### src/rtl/panel_timing_pkg.sv
// rtl/panel_timing_pkg.sv - counter widths, region encoding and timing presets for panel_timing_gen
package panel_timing_pkg;

  localparam int H_CNT_W  = 12;
  localparam int V_CNT_W  = 11;
  localparam int HTOT_MAX = 4096;
  localparam int VTOT_MAX = 2048;

  // Region of an axis; the vertical axis region register is the line-level FSM.
  localparam logic [1:0] REG_ACT  = 2'd0;
  localparam logic [1:0] REG_FP   = 2'd1;
  localparam logic [1:0] REG_SYNC = 2'd2;
  localparam logic [1:0] REG_BP   = 2'd3;

  typedef struct packed {
    logic [11:0] active;
    logic [7:0]  fp;
    logic [7:0]  sync;
    logic [7:0]  bp;
  } axis_timing_t;

  typedef struct packed {
    axis_timing_t h;
    axis_timing_t v;
  } panel_timing_t;

  localparam panel_timing_t TIMING_1080P = '{
    h: '{12'd1920, 8'd48, 8'd32, 8'd80},
    v: '{12'd1080, 8'd3,  8'd5,  8'd23}};
  localparam panel_timing_t TIMING_768P = '{
    h: '{12'd1366, 8'd70, 8'd143, 8'd213},
    v: '{12'd768,  8'd3,  8'd3,   8'd24}};
  localparam panel_timing_t TIMING_SIM = '{
    h: '{12'd8, 8'd2, 8'd2, 8'd2},
    v: '{12'd4, 8'd1, 8'd1, 8'd1}};

  function automatic logic [3:0] clamp_pat(input logic [3:0] sel, input int num_pat);
    if (int'(sel) > num_pat - 1) return 4'(num_pat - 1);
    return sel;
  endfunction

endpackage

### src/rtl/panel_axis_cnt.sv
// rtl/panel_axis_cnt.sv - one raster axis: position counter plus active/FP/sync/BP region register
module panel_axis_cnt
  import panel_timing_pkg::*;
#(
  parameter int ACTIVE = 8,
  parameter int FP     = 2,
  parameter int SYNC   = 2,
  parameter int BP     = 2,
  parameter int W      = 12
) (
  input  logic         clk,
  input  logic         rst_n,
  input  logic         step,
  output logic [W-1:0] cnt,
  output logic [1:0]   region,
  output logic         wrap
);

  localparam logic [W-1:0] END_ACT  = W'(ACTIVE - 1);
  localparam logic [W-1:0] END_FP   = W'(ACTIVE + FP - 1);
  localparam logic [W-1:0] END_SYNC = W'(ACTIVE + FP + SYNC - 1);
  localparam logic [W-1:0] END_BP   = W'(ACTIVE + FP + SYNC + BP - 1);

  logic region_end;

  always_comb begin
    region_end = 1'b0;
    case (region)
      REG_ACT:  region_end = (cnt == END_ACT);
      REG_FP:   region_end = (cnt == END_FP);
      REG_SYNC: region_end = (cnt == END_SYNC);
      default:  region_end = (cnt == END_BP);
    endcase
  end

  assign wrap = (region == REG_BP) && region_end;

  // Region advances in order and wraps BP -> active with the 2-bit increment.
  always_ff @(posedge clk or negedge rst_n) begin
    if (!rst_n) begin
      cnt    <= '0;
      region <= REG_ACT;
    end else if (step) begin
      cnt <= wrap ? '0 : cnt + 1'b1;
      if (region_end) region <= region + 2'd1;
    end
  end

endmodule

### src/rtl/panel_timing_gen.sv
// rtl/panel_timing_gen.sv - raster HS/VS/DE/X/Y generator with frame-aligned pattern index
module panel_timing_gen
  import panel_timing_pkg::*;
#(
  parameter int   H_ACTIVE = int'(TIMING_1080P.h.active),
  parameter int   H_FP     = int'(TIMING_1080P.h.fp),
  parameter int   H_SYNC   = int'(TIMING_1080P.h.sync),
  parameter int   H_BP     = int'(TIMING_1080P.h.bp),
  parameter int   V_ACTIVE = int'(TIMING_1080P.v.active),
  parameter int   V_FP     = int'(TIMING_1080P.v.fp),
  parameter int   V_SYNC   = int'(TIMING_1080P.v.sync),
  parameter int   V_BP     = int'(TIMING_1080P.v.bp),
  parameter logic HS_POL   = 1'b0,
  parameter logic VS_POL   = 1'b0,
  parameter int   NUM_PAT  = 16
) (
  input  logic        iclk,
  input  logic        iRESET,
  input  logic        iEN,
  input  logic        iPAT_NEXT,
  input  logic        iPAT_LOAD,
  input  logic [3:0]  iPAT_SEL,
  output logic        oHS,
  output logic        oVS,
  output logic        oDE,
  output logic [11:0] oX,
  output logic [10:0] oY,
  output logic        oFRAME_START,
  output logic [7:0]  oFRAME_CNT,
  output logic [3:0]  oPAT
);

  localparam int HTOT = H_ACTIVE + H_FP + H_SYNC + H_BP;
  localparam int VTOT = V_ACTIVE + V_FP + V_SYNC + V_BP;

  if (HTOT > HTOT_MAX || VTOT > VTOT_MAX || H_ACTIVE == 0 || H_FP == 0 || H_SYNC == 0 ||
      H_BP == 0 || V_ACTIVE == 0 || V_FP == 0 || V_SYNC == 0 || V_BP == 0 ||
      NUM_PAT < 1 || NUM_PAT > 16) begin : g_bad_timing
    $error("panel_timing_gen: timing parameters out of range");
  end

  localparam logic [1:0] REQ_NONE = 2'd0;
  localparam logic [1:0] REQ_LOAD = 2'd1;
  localparam logic [1:0] REQ_NEXT = 2'd2;

  logic [H_CNT_W-1:0] h_cnt;
  logic [V_CNT_W-1:0] v_cnt;
  logic [1:0]         h_region, v_region;
  logic               h_wrap, v_wrap;
  logic               at_origin, boundary, de;
  logic [1:0]         req_kind;
  logic [3:0]         req_sel, pat_step;

  panel_axis_cnt #(.ACTIVE(H_ACTIVE), .FP(H_FP), .SYNC(H_SYNC), .BP(H_BP), .W(H_CNT_W)) u_h_axis (
    .clk(iclk), .rst_n(iRESET), .step(iEN),
    .cnt(h_cnt), .region(h_region), .wrap(h_wrap));

  panel_axis_cnt #(.ACTIVE(V_ACTIVE), .FP(V_FP), .SYNC(V_SYNC), .BP(V_BP), .W(V_CNT_W)) u_v_axis (
    .clk(iclk), .rst_n(iRESET), .step(iEN && h_wrap),
    .cnt(v_cnt), .region(v_region), .wrap(v_wrap));

  // at_origin tracks "counters sit at (0,0)" without a full-width compare.
  assign boundary = iEN && at_origin;
  assign de       = iEN && (h_region == REG_ACT) && (v_region == REG_ACT);
  assign pat_step = (oPAT == 4'(NUM_PAT - 1)) ? 4'd0 : oPAT + 4'd1;

  always_ff @(posedge iclk or negedge iRESET) begin
    if (!iRESET) begin
      oHS          <= ~HS_POL;
      oVS          <= ~VS_POL;
      oDE          <= 1'b0;
      oX           <= '0;
      oY           <= '0;
      oFRAME_START <= 1'b0;
      oFRAME_CNT   <= '0;
      oPAT         <= '0;
      at_origin    <= 1'b1;
      req_kind     <= REQ_NONE;
      req_sel      <= '0;
    end else begin
      oDE          <= de;
      oHS          <= (iEN && h_region == REG_SYNC) ? HS_POL : ~HS_POL;
      oVS          <= (iEN && v_region == REG_SYNC) ? VS_POL : ~VS_POL;
      oX           <= de ? h_cnt : '0;
      oY           <= de ? v_cnt : '0;
      oFRAME_START <= boundary;
      if (iEN) at_origin <= h_wrap && v_wrap;
      if (boundary) begin
        oFRAME_CNT <= oFRAME_CNT + 8'd1;
        case (req_kind)
          REQ_LOAD: oPAT <= req_sel;
          REQ_NEXT: oPAT <= pat_step;
          default:  ;
        endcase
      end
      // A request seen on the boundary cycle itself stays pending for the next frame.
      if (iPAT_LOAD) begin
        req_kind <= REQ_LOAD;
        req_sel  <= clamp_pat(iPAT_SEL, NUM_PAT);
      end else if (iPAT_NEXT) begin
        req_kind <= REQ_NEXT;
      end else if (boundary) begin
        req_kind <= REQ_NONE;
      end
    end
  end

endmodule

### config.mk
export PLATFORM = sky130hd
export DESIGN_NAME = panel_timing_gen
export DESIGN_NICKNAME = d
export VERILOG_FILES = /design/src/rtl/panel_timing_pkg.sv /design/src/rtl/panel_axis_cnt.sv /design/src/rtl/panel_timing_gen.sv
export SDC_FILE = /design/constraint.sdc
export NUM_CORES = 1
export LEC_CHECK = 0
export ABC_AREA = 1
export BUFFER_PORTS_ARGS = -buffer_cell sky130_fd_sc_hd__buf_2
export CAP_MARGIN = 0
export CELL_PAD_IN_SITES_DETAIL_PLACEMENT = 0
export CELL_PAD_IN_SITES_GLOBAL_PLACEMENT = 2
export CORE_ASPECT_RATIO = 0.9
export CORE_MARGIN = 2
export CORE_UTILIZATION = 37
export DETAILED_ROUTE_END_ITERATION = 6
export PLACE_DENSITY_LB_ADDON = 0.25
export SLEW_MARGIN = 0
export SYNTH_ARGS = -nofsm -noshare
export SYNTH_HDL_FRONTEND = slang
export SYNTH_SLANG_ARGS = --single-unit
### constraint.sdc
create_clock -name iclk -period 3.1 [get_ports iclk]
set_clock_uncertainty 0.05 [all_clocks]
set_input_delay 0.155 -clock iclk [delete_from_list [all_inputs] [get_ports iclk]]
set_output_delay 0.155 -clock iclk [all_outputs]
set_load 0.01 [all_outputs]
# Yosys cells after proc, flatten, opt, wreduce, memory -nomap -nowiden

Index checks and enable logic that the tools add are counted.

Flip-flop bits (word level): 73
Bits of input ports: 9
Output and inout port bits: 39
Logic and storage cells: 67

Add/sub/neg operators: 6
Eq/ne operators: 17
Mux-type cells: 13
Reductions and logical operators: 16

Operators with widths:

| cell                  | count |
|---|---|
| $eq 11x11->1 const B  | 4 |
| $eq 12x11->1 const B  | 3 |
| $mux 12               | 2 |
| $mux 11               | 2 |
| $add 12x1->12 const B | 1 |
| $eq 12x12->1 const B  | 1 |
| $add 11x1->11 const B | 1 |
| $eq 2x2->1 const B    | 5 |
| $logic_and 1x1->1     | 9 |
| $add 8x1->8 const B   | 1 |
| $pmux 4 s2            | 1 |
| $eq 2x1->1 const B    | 3 |
| $mux 2                | 3 |
| $pmux 1 s3            | 2 |
| $reduce_and 2->1      | 3 |
| $add 2x1->2 const B   | 2 |
| $add 4x1->4 const B   | 1 |
| $eq 4x4->1 const B    | 1 |
| $logic_not 2->1       | 2 |
| $mux 4                | 1 |
| $reduce_bool 3->1     | 1 |
| $mux 1                | 2 |
| $reduce_bool 2->1     | 1 |

# Logic depth before layout (Yosys ltp)

Gate-level depths: netlist (run 1).

Depth after elaboration: 5
Mapped depth: 13
Gate-level depth less buffers: 13

# Cells and area by module

Synthesis (run 1) repeated with hierarchy kept, for this count alone.

Cells, all modules: 465
Area total of the unflattened synthesis: 3,724.8 um2

Modules (own cells, without submodules):

| module                    | instances | cells an instance | area an instance (um2) | seq. area each (um2) |
|---|---|---|---|---|
| panel_timing_gen          | 1         | 195               | 1,838.0                | 1,154.9 |
| panel_axis_cnt (u_h_axis) | 1         | 134               | 953.4                  | 350.3 |
| panel_axis_cnt (u_v_axis) | 1         | 136               | 933.4                  | 325.3 |

# Worst setup path before layout (run 1)

Ideal clock, no wire load.

Path type: flip-flop to flip-flop
From: register u_h_axis.region[0]
To: register u_v_axis.cnt[9]
Setup time: 0.121 ns
Arrival time: 1.825 ns
Data required time: 2.929 ns
Setup slack: 1.103 ns
Stages on the path, launching flop included: 14
Path buffers: 1
Period minus slack after synthesis: 1.997 ns
Cell sequence: dfrtp_1 inv_1 ha_1 inv_1 nand2_1 nand2_1 nand2_1 nor2_4 nand3_4 nor2_8 nand2_4 buf_6 nand2_2 o21ai_2

Word-level cells in the longest chain between the ends: 4
Elaborated cells between the ends (all ways): 7
Classes of those cells: eq/ne (3); mux (1); reduce/logical (3)

RTL lines:

| item                               | line                   | source |
|---|---|---|
| start, declared                    | panel_axis_cnt.sv:15   | `output logic [1:0] region,` |
| start signal, assigned             | panel_axis_cnt.sv:45   | `if (region_end) region <= region + 2'd1;` |
| $eq 2x2->1 (tied with other cells) | panel_axis_cnt.sv:28   | `case (region)` |
| $pmux 1 s3                         | panel_axis_cnt.sv:28   |  |
| $logic_and 1x1->1 (*)              | panel_axis_cnt.sv:36   | `assign wrap = (region == REG_BP) && region_end;` |
| $logic_and 1x1->1 (*)              | panel_timing_gen.sv:59 | `.clk(iclk), .rst_n(iRESET), .step(iEN && h_wrap),` |
| end signal, assigned               | panel_axis_cnt.sv:44   | `cnt <= wrap ? '0 : cnt + 1'b1;` |
| end, declared                      | panel_axis_cnt.sv:14   | `output logic [W-1:0] cnt,` |

Every way passes the cells marked *; elsewhere a longest branch is shown, timed or not.
A chain may end at the register's enable or synchronous reset.

# Worst setup path after layout (run 1)

From: register u_h_axis.region[0]
To: register u_v_axis.cnt[0]

The elaborated chain is that of the path after synthesis.

==> results of run 1 <==
==> power by group <==
part	switching, W	internal (W)
combinational	0.000267	0.000130
clock	0.000372	0.000456
sequential	0.0000833	0.00104
==> routing by layer <==
layer,vias to the layer above,wire [um],track usage (%)
li1,1452,-,-
met1,1308,4160,24.5
met2,46,3340,23.2
met3,11,310,4.63
met4,0,102,4.44
met5,-,0,0
==> what timing repair did <==
item,in CTS,in global routing
endpoints found under the setup margin,0,0
resized for setup,0,0
hold buffers,7,0
endpoints found under the hold margin,76,0
==> cell type report <==
type | count | area (um2)
clock buffer | 10 | 128
multi-input combinational | 280 | 1500
tap | 126 | 158
fill | 960 | 5300
timing repair buffer | 56 | 323
sequential | 73 | 1830
clock inverter | 6 | 92.6
inverter | 66 | 248
==> cells by family after synthesis <==
kind of cell / share of synthesized area, %
AO/OA/AOI/OAI: 4.03
XOR/XNOR: 5.11
adder cells (fa/ha/maj): 4.86
buffers and inverters: 7.61
flip-flops: 50.8
AND/OR/NAND/NOR: 27.6
==> cell usage after synthesis <==
| master | number |
|---|---|
| inv_1 | 62 |
| xnor2_1 | 4 |
| nand4_1 | 14 |
| xor2_1 | 17 |
| and2_1 | 1 |
| nand3_1 | 34 |
| nor2_1 | 53 |
| nor2_8 | 1 |
| nor2_2 | 1 |
| buf_6 | 1 |
| o21ai_0 | 12 |
| o31ai_1 | 1 |
| a31oi_1 | 1 |
| dfstp_2 | 3 |
| nand3_4 | 1 |
| nor3b_2 | 1 |
| a21oi_1 | 6 |
| nand3_2 | 1 |
| o21bai_1 | 1 |
| nand3b_1 | 1 |
| nor3_1 | 7 |
| ha_1 | 14 |
| clkbuf_1 | 4 |
| nand2_2 | 2 |
| nand2_4 | 1 |
| a22oi_1 | 1 |
| nand2_1 | 100 |
| dfrtp_1 | 70 |
| inv_2 | 4 |
| nor2_4 | 2 |
| o21ai_2 | 3 |
==> through the flow <==
step	worst slack, ns	std cells	util [%]	instance area, um2
after floorplan	1.10	424	-	3600
after global placement	0.991	594	41.6	3990
after detailed placement	0.917	594	41.6	3990
after CTS	0.906	617	44.7	4280
after global routing	0.696	617	44.7	4280
final	0.929	617	44.7	4280
==> worst max path at each step <==
stage | to | slack [ns] | depth (start not counted)
after floorplan | u_v_axis.cnt[9]$_DFFE_PN0P_ | 1.10 | 13
after global placement | u_v_axis.cnt[1]$_DFFE_PN0P_ | 0.99 | 12
after detailed placement | u_v_axis.cnt[1]$_DFFE_PN0P_ | 0.92 | 12
after CTS | u_v_axis.cnt[0]$_DFFE_PN0P_ | 0.91 | 12
after global routing | u_v_axis.cnt[0]$_DFFE_PN0P_ | 0.70 | 12
final | u_v_axis.cnt[0]$_DFFE_PN0P_ | 0.93 | 12
==> worst max-delay path: stages (launching register included) <==
cell and delay (ns):
dfrtp_1 0.45, inv_1 0.11, ha_1 0.38, inv_1 0.09
nand2_1 0.05, nand2_1 0.08, nand2_1 0.09, nor2_4 0.14
nand3_4 0.10, nor2_8 0.19, nand2_4 0.17, nand2_1 0.11
o21ai_2 0.05
==> state kept, by name, summed over array words and instances (netlist names) <==
name	cells
oPAT	4
u_h_axis.region	2
oHS	1
req_sel	4
oVS	1
at_origin	1
oY	11
oFRAME_CNT	8
oFRAME_START	1
u_h_axis.cnt	12
u_v_axis.region	2
oDE	1
oX	12
u_v_axis.cnt	11
req_kind	2
==> results.cfg, run 1 <==
[setup_path]
critical_path.endpoint_type = register
start_kind = register
rr_endpoint = u_v_axis.cnt[0]$_DFFE_PN0P_
cp-startpoint = u_h_axis.region[0]$_DFFE_PN0P_
worst-path-max-fanout = 15
setup.worst_path.class = reg2reg
crit_arrival_ns = 2.36
reg2reg_slack_ns = 0.93
r2r-start = u_h_axis.region[0]$_DFFE_PN0P_
crit_required_ns = 3.29
reg2regPathDepth = 12

[sta]
fin_hold_ws_ns = 0.0857
rsz0062_at_grt = false
slew_headroom_pct = 38.0
fmax_mhz = 461
tightestPinTransition_ns = 0.930
period_needed_ns = 2.17
hold_violations = 0
tns_ns = 0
slew_viol_final = 0
fin_crit_sh_pct = 70.0
setup_viol = 0

[detailed_routing]
drt_pass1_iterations = 4
dr_total_vias = 2817
drc_errors = 0
drtIter0Drc = 149
drtAntennaViolNets = 0
avgViaCountPerCell = 4.57
routed_wl_um = 7920
routedWlPerCell_um = 12.8

[synth]
yosysSeqAreaShare_pct = 50.8
synthCells = 424
yosysWarnings = 0
synth_cell_type_count = 31
ys_ff_latch = 73
syn_nets = 447
synth.area.top_cells = dfrtp_1, nand2_1, inv_1
synth_top_area_share_pct = 48.6
syn_avg_cell_area_um2 = 8.50
synth_largest_area_cell = dfrtp_1
netlist_area_um2 = 3600

[outcome]
status = completed

[die]
core_um2 = 9570
die_area_um2 = 10500
die_h_um = 97.6
fp.dieW_um = 108
boundaryPins = 48
initial_utilization_pct = 37.6
rows = 34

[clocking]
htreeDepth = 3
clock_latency_ns = 0.35
cts_made_buffers = 9
cts_root_buf = clkbuf_8
clk_pin_slew_ns = 0.07
cts_num_sinks = 73
clock_path_buffers = 2
cts_tree = yes
post_cts_buffers = 0

[global_routing]
grt_pass1_wl_um = 13400
grt_max_degree = 74
grt_pass1_vias = 2748
gr-usage-all-layers_pct = 16.4
antenna_found_initial = 0
overflow = 0

[cells_and_area]
layout_common_cells = nand2_1, dfrtp_1, inv_1
insertedDiodeCount = 0
syn2layout_area_growth_pct = 18.7
nNetsFinal = 509
final_common_cell = nand2_1
drive_gt1_share_pct = 17.1

[power_and_ir_drop]
ir_drop_mv = 0.242
p_leak_nw = 2.36
power_w = 0.00235
powerDensity_nw_per_um2 = 549

[min_path]
hold_path.class = in2reg
hold_depth = 2
min_to = oVS$_DFF_PN1_
hold_start = iEN

[placement]
dp_hpwl_um = 5700
routabilityCongestion = 0.794
port_buffers = 47

[job]
drv_cap = 0
Power figures use the tool's default switching activity.
==> run 2, diff against run 1 <==
- ABC_AREA: 1 -> 0
- CORE_UTILIZATION: 37 -> 38
- clock period: 3.1 -> 2.2 ns (I/O delays scaled with it)
==> results.cfg, run 2 <==
[outcome]
status = completed

[die]
fp.dieW_um = 103
die_area_um2 = 9550
core_um2 = 8570
rows = 32
initial_utilization_pct = 39.0
die_h_um = 92.9
boundaryPins = 48

[global_routing]
grt_pass1_wl_um = 10500
overflow = 0
grt_max_degree = 49
gr-usage-all-layers_pct = 14.4
antenna_found_initial = 0
grt_pass1_vias = 2143

[synth]
synth_top_family_by_area = simple AND/OR/NAND/NOR gates
ys_ff_latch = 73
yosysMostFrequentCell = dfrtp_1
syn_avg_cell_area_um2 = 11.6
synthArstFlopShare_pct = 100
synth.area.top_cells = dfrtp_1, ha_1, and2_1
synth_largest_area_cell = dfrtp_1
synth-simple-area-share_pct = 18.6
yosysSeqAreaShare_pct = 54.8
synth_compound_area_share_pct = 7.16
synth_edf_count = 0
syn_nets = 310
synth_cell_type_count = 48
yosysWarnings = 0
synthAdderAreaFrac_pct = 5.25
synth_flop_cell = dfrtp_1
synth_common_cells = dfrtp_1, and2_1, nand2_1
netlist_area_um2 = 3340
muxShareOfSynthArea_pct = 3.71
synth_top_area_share_pct = 52.5
synthXorXnorAreaFrac_pct = 7.08
synthCells = 287

[cells_and_area]
largestRegisters = oX (12), u_h_axis.cnt (12)
layout_common_cells = dfrtp_1, buf_2, and2_1
utilization_pct = 47.0
insertedDiodeCount = 0
final_common_cell = dfrtp_1
drive_gt1_share_pct = 27.7
multiInputGateArea_um2 = 1400
fill_cells = 838
nNetsFinal = 372
regArea_um2 = 1830
syn2layout_area_growth_pct = 20.7

[sta]
slew_headroom_pct = 59.4
fmax_mhz = 484
setup_viol = 0
tightestPinTransition_ns = 0.608
hold_violations = 0
slew_viol_final = 0
fin_crit_sh_pct = 93.9
period_needed_ns = 2.07
fin_hold_ws_ns = 0.0262

[clocking]
cts_num_sinks = 73
cts_made_buffers = 9
cts_tree = yes
clock_latency_ns = 0.34
clk_pin_slew_ns = 0.08
cts_root_buf = clkbuf_8
htreeDepth = 3
clock_path_buffers = 2

[setup_path]
reg2reg_slack_ns = 0.13
setup.worst_path.class = reg2reg
crit_required_ns = 2.37
worst-path-max-fanout = 5
crit_arrival_ns = 2.24
start_kind = register
critical_path.endpoint_type = register

[placement]
routabilityCongestion = 0.751
port_buffers = 47
dp_hpwl_um = 4390

[detailed_routing]
routedWlPerCell_um = 13.2
drtIter0Drc = 96
routed_wl_um = 6250
drtAntennaViolNets = 0
drc_errors = 0
dr_total_vias = 2204
avgViaCountPerCell = 4.66
drt_pass1_iterations = 4

[power_and_ir_drop]
powerDensity_nw_per_um2 = 702
power_w = 0.00283
p_leak_nw = 2.01
ir_drop_mv = 0.287

[min_path]
hold_path.class = in2reg

[job]
drv_cap = 0
[run 2: changes by cell type after synthesis, moves of 6 or more]
cell / change
and2_1: +23
inv_1: -52
mux2_2: +6
nand2_1: -77
nand3_1: -23
nand4_1: -9
nor2_1: -35
o21ai_0: -8
xnor2_1: +13
xor2_1: -7
[run 2: critical path, stage by stage, from the launching register on]
cell     delay [ns]
dfrtp_1        0.44
inv_1          0.11
ha_1           0.33
xor2_1         0.16
nor3_2         0.22
nand3_1        0.16
nor2_4         0.15
mux2_1         0.33
[run 2: final timing paths]
path,start,endpoint,cells after the start
worst max-delay path,u_v_axis.region[0]$_DFFE_PN0P_,u_v_axis.region[1]$_DFFE_PN0P_,7
worst min-delay path,iEN,oVS$_DFF_PN1_,3
worst max register to register,u_v_axis.region[0]$_DFFE_PN0P_,u_v_axis.region[1]$_DFFE_PN0P_,7
worst min register to register,oFRAME_CNT[7]$_DFFE_PN0P_,oFRAME_CNT[7]$_DFFE_PN0P_,1
max in group asynchronous,iRESET,at_origin$_DFFE_PN1P_,3
min in group asynchronous,iRESET,req_sel[0]$_DFFE_PN0P_,2
[run 2: timing repair]
| action | in CTS | in global routing |
|---|---|---|
| setup endpoints to repair | 0 | 9 |
| hold endpoints to repair | 29 | 0 |
| hold buffers | 7 | 0 |
| buffers inserted | 0 | 0 |
| resized for setup | 0 | 4 |
[run 2: logic make-up after synthesis]
family                   count (synthesis)
AO/OA/AOI/OAI                           32
XOR/XNOR                                27
flip-flops                              73
buffers and inverters                   21
multiplexers                            11
adder cells (fa/ha/maj)                 14
AND/OR/NAND/NOR                        109
[run 2: layout make-up]
type	count	share of cell area (%)
well taps	119	3.70
clock buffers	10	3.42
repair buffers	62	9.38
clock inverters	6	2.24
inverters	10	0.932
multi-input cells	193	34.9
flip-flops and latches	73	45.5
[run 2: where the power goes]
part | internal (W) | switching (W) | leakage, nW
Sequential | 0.00140 | 0.0000778 | 0.947
Clock | 0.000674 | 0.000511 | 0.113
Combinational | 0.0000870 | 0.0000798 | 0.948
Total | 0.00216 | 0.000668 | 2.01
[run 2: through the flow]
| stage | setup TNS (ns) | instances | setup slack [ns] | area [um2] |
|---|---|---|---|---|
| floorplan | 0 | 287 | 0.170 | 3340 |
| global placement | 0 | 450 | 0.115 | 3720 |
| detailed placement | 0 | 450 | 0.0846 | 3720 |
| CTS | 0 | 473 | 0.0777 | 4020 |
| global route | -0.00929 | 473 | -0.00929 | 4030 |
| finish | 0 | 473 | 0.134 | 4030 |
[run 2: metal layers]
layer  GRT usage (%)  part of all wire, %  vias up
li1                -                    -     1094
met1            21.4                   52     1059
met2            20.1                   42       44
met3            4.23                  4.7        7
met4            4.61                  1.2        0
met5               0                    0        -
==> run 3, diff against run 2 <==
--- a/config.mk
+++ b/config.mk
@@ -13,6 +13,5 @@
 export CORE_ASPECT_RATIO = 0.9
-export CORE_MARGIN = 2
 export CORE_UTILIZATION = 38
 export DETAILED_ROUTE_END_ITERATION = 6
-export PLACE_DENSITY_LB_ADDON = 0.25
+export PLACE_DENSITY_LB_ADDON = 0.1
 export SLEW_MARGIN = 0
--- a/constraint.sdc
+++ b/constraint.sdc
@@ -4,2 +4,2 @@
 set_output_delay 0.11 -clock iclk [all_outputs]
-set_load 0.01 [all_outputs]
+set_load 0.05 [all_outputs]
==> results.cfg, run 3 (synthesized netlist as in run 2, its figures left out) <==
[detailed_routing]
drtIter0Drc = 55
avgViaCountPerCell = 4.63
dr_total_vias = 2206
drc_errors = 0
routed_wl_um = 6450
routedWlPerCell_um = 13.5
drt_pass1_iterations = 6
drtAntennaViolNets = 0

[power_and_ir_drop]
switchingPower_w = 0.000687
power_w = 0.00283
ir_drop_mv = 0.342
pwr-share-seq_pct = 51.7
p_clk_share_pct = 41.7
powerDensity_nw_per_um2 = 699
p_sw_share_pct = 24.2
combPwrFrac_pct = 6.6
intPower_w = 0.00215
p_leak_nw = 2.03

[sta]
period_needed_ns = 2.03
slew_viol_final = 0
fin_crit_sh_pct = 92.0
fmax_mhz = 494
hold_violations = 0
tns_ns = 0
rsz0062_at_grt = false
slew_headroom_pct = 69.8
tightestPinTransition_ns = 0.451
setup_viol = 0

[setup_path]
crit_required_ns = 2.38
start_kind = register
slowest_delay_ns = 0.44
crit_arrival_ns = 2.20
setup.worst_path.class = reg2reg
critPathCapture = u_v_axis.cnt[6]$_DFFE_PN0P_
crit_chain = inv_1, ha_1, xor2_1, nor3_2, and4_4, a2bb2oi_1, o31ai_2
cp-startpoint = u_v_axis.region[0]$_DFFE_PN0P_
critical_path.endpoint_type = register
reg2reg_slack_ns = 0.17
cp_slowest_cell = dfrtp_1
worst-path-max-fanout = 6
r2r-start = u_v_axis.region[0]$_DFFE_PN0P_
reg2regPathDepth = 7
rr_endpoint = u_v_axis.cnt[6]$_DFFE_PN0P_

[clocking]
htreeDepth = 3
cts_num_sinks = 73
clock_latency_ns = 0.35
post_cts_buffers = 0
cts_root_buf = clkbuf_8
clock_path_buffers = 2
clk_pin_slew_ns = 0.08
cts_made_buffers = 9
cts_tree = yes

[die]
rows = 32
die_h_um = 90.9
core_um2 = 8530
die_area_um2 = 9160
boundaryPins = 48
fp.dieW_um = 101
initial_utilization_pct = 39.1

[cells_and_area]
fill_cells = 812
drive_gt1_share_pct = 28.3
layout_common_cells = dfrtp_1, buf_2, and2_1
largestRegisters = oX (12), u_h_axis.cnt (12)
syn2layout_area_growth_pct = 21.4
insertedDiodeCount = 0
nNetsFinal = 375
final_common_cell = dfrtp_1

[placement]
dp_hpwl_um = 4450
port_buffers = 47
routabilityCongestion = 0.723

[global_routing]
gr-usage-all-layers_pct = 15.5
grt_max_degree = 74
overflow = 0
grt_pass1_wl_um = 10800
antenna_found_initial = 0
grt_pass1_vias = 2118

[job]
drv_cap = 0

[outcome]
status = completed

[min_path]
hold_path.class = in2async
[run 3: changes by cell type in the layout (fill, tap and decap cells not counted)]
| cell | before | now |
|---|---|---|
| inv_6 | 1 | 2 |
| dfrtp_2 | 1 | 0 |
| o21ai_2 | 0 | 1 |
| o21ai_1 | 4 | 3 |
| clkinv_2 | 1 | 0 |
| nor3b_1 | 2 | 1 |
| nor3b_2 | 0 | 1 |
| nor2_4 | 1 | 0 |
| nor2_2 | 1 | 2 |
| buf_4 | 7 | 9 |
| clkbuf_8 | 10 | 9 |
| dlygate4sd3_1 | 7 | 8 |
| dfrtp_1 | 69 | 70 |
| clkinv_4 | 1 | 2 |
[run 3: power groups by stage]
stage | logic, W | clock network [W] | registers, W
after floorplan | 0.000123 | 0 | 0.00146
after global placement | 0.000176 | 0 | 0.00149
after detailed placement | 0.000177 | 0 | 0.00149
after CTS | 0.000189 | 0.00123 | 0.00147
after global routing | 0.000217 | 0.00129 | 0.00148
final | 0.000187 | 0.00118 | 0.00146
[run 3: what timing repair did]
item                       in CTS  in global routing
setup endpoints to repair       0                 11
hold endpoints to repair       78                  0
resized for setup               0                  4
hold buffers                    8                  0
[run 3: stage by stage]
step | area (um2) | cells | setup slack [ns] | hold WS [ns] | utilization (%)
after global routing | 4050 | 476 | 0.0317 | 0.279 | 47.5
after CTS | 4040 | 476 | 0.0842 | 0.283 | 47.4
after detailed placement | 3740 | 452 | 0.101 | 0.127 | 43.8
after global placement | 3740 | 452 | 0.151 | 0.127 | 43.8
final | 4050 | 476 | 0.175 | 0.270 | 47.5
after floorplan | 3340 | 287 | 0.170 | -0.236 | -
[run 3: cell type report]
| cell class | instances | area [um2] | share of cell area [%] |
|---|---|---|---|
| Multi-Input combinational cell | 193 | 1410 | 34.7 |
| Tap cell | 119 | 149 | 3.67 |
| Clock inverter | 7 | 103 | 2.53 |
| Inverter | 10 | 37.5 | 0.926 |
| Timing Repair Buffer | 65 | 403 | 9.94 |
| Sequential cell | 73 | 1830 | 45.2 |
| Clock buffer | 9 | 124 | 3.06 |
[run 3: critical path, delay by kind of cell (launching register included)]
| kind | cells | cell delay [ns] |
|---|---|---|
| DFF | 1 | 0.44 |
| AOI/OAI and AO/OA | 2 | 0.30 |
| adders and majority gates | 1 | 0.33 |
| xor gates and xnor gates | 1 | 0.15 |
| buffers and inverters | 1 | 0.11 |
| and+or+nand+nor | 2 | 0.53 |
[run 3: worst min path at each step]
| stage | to | cells past startpoint |
|---|---|---|
| 3_3_place_gp | oPAT[1]$_DFFE_PN0P_ | 2 |
| 5_1_grt | oPAT[1]$_DFFE_PN0P_ | 3 |
| 6_report | oPAT[1]$_DFFE_PN0P_ | 3 |
| 2_1_floorplan | oDE$_DFF_PN0_ | 0 |
| 4_1_cts | oFRAME_START$_DFF_PN0_ | 3 |
| 3_5_place_dp | oPAT[1]$_DFFE_PN0P_ | 2 |
[run 3: metal layers]
| layer | GRT usage (%) | share of wire, % | up-vias | wire (um) |
|---|---|---|---|---|
| met2 | 22.0 | 41 | 40 | 2660 |
| met4 | 4.35 | 1.1 | 0 | 74 |
| li1 | - | - | 1109 | - |
| met3 | 5.11 | 4.1 | 5 | 262 |
| met5 | 0 | 0 | - | 0 |
| met1 | 22.4 | 53 | 1052 | 3450 |
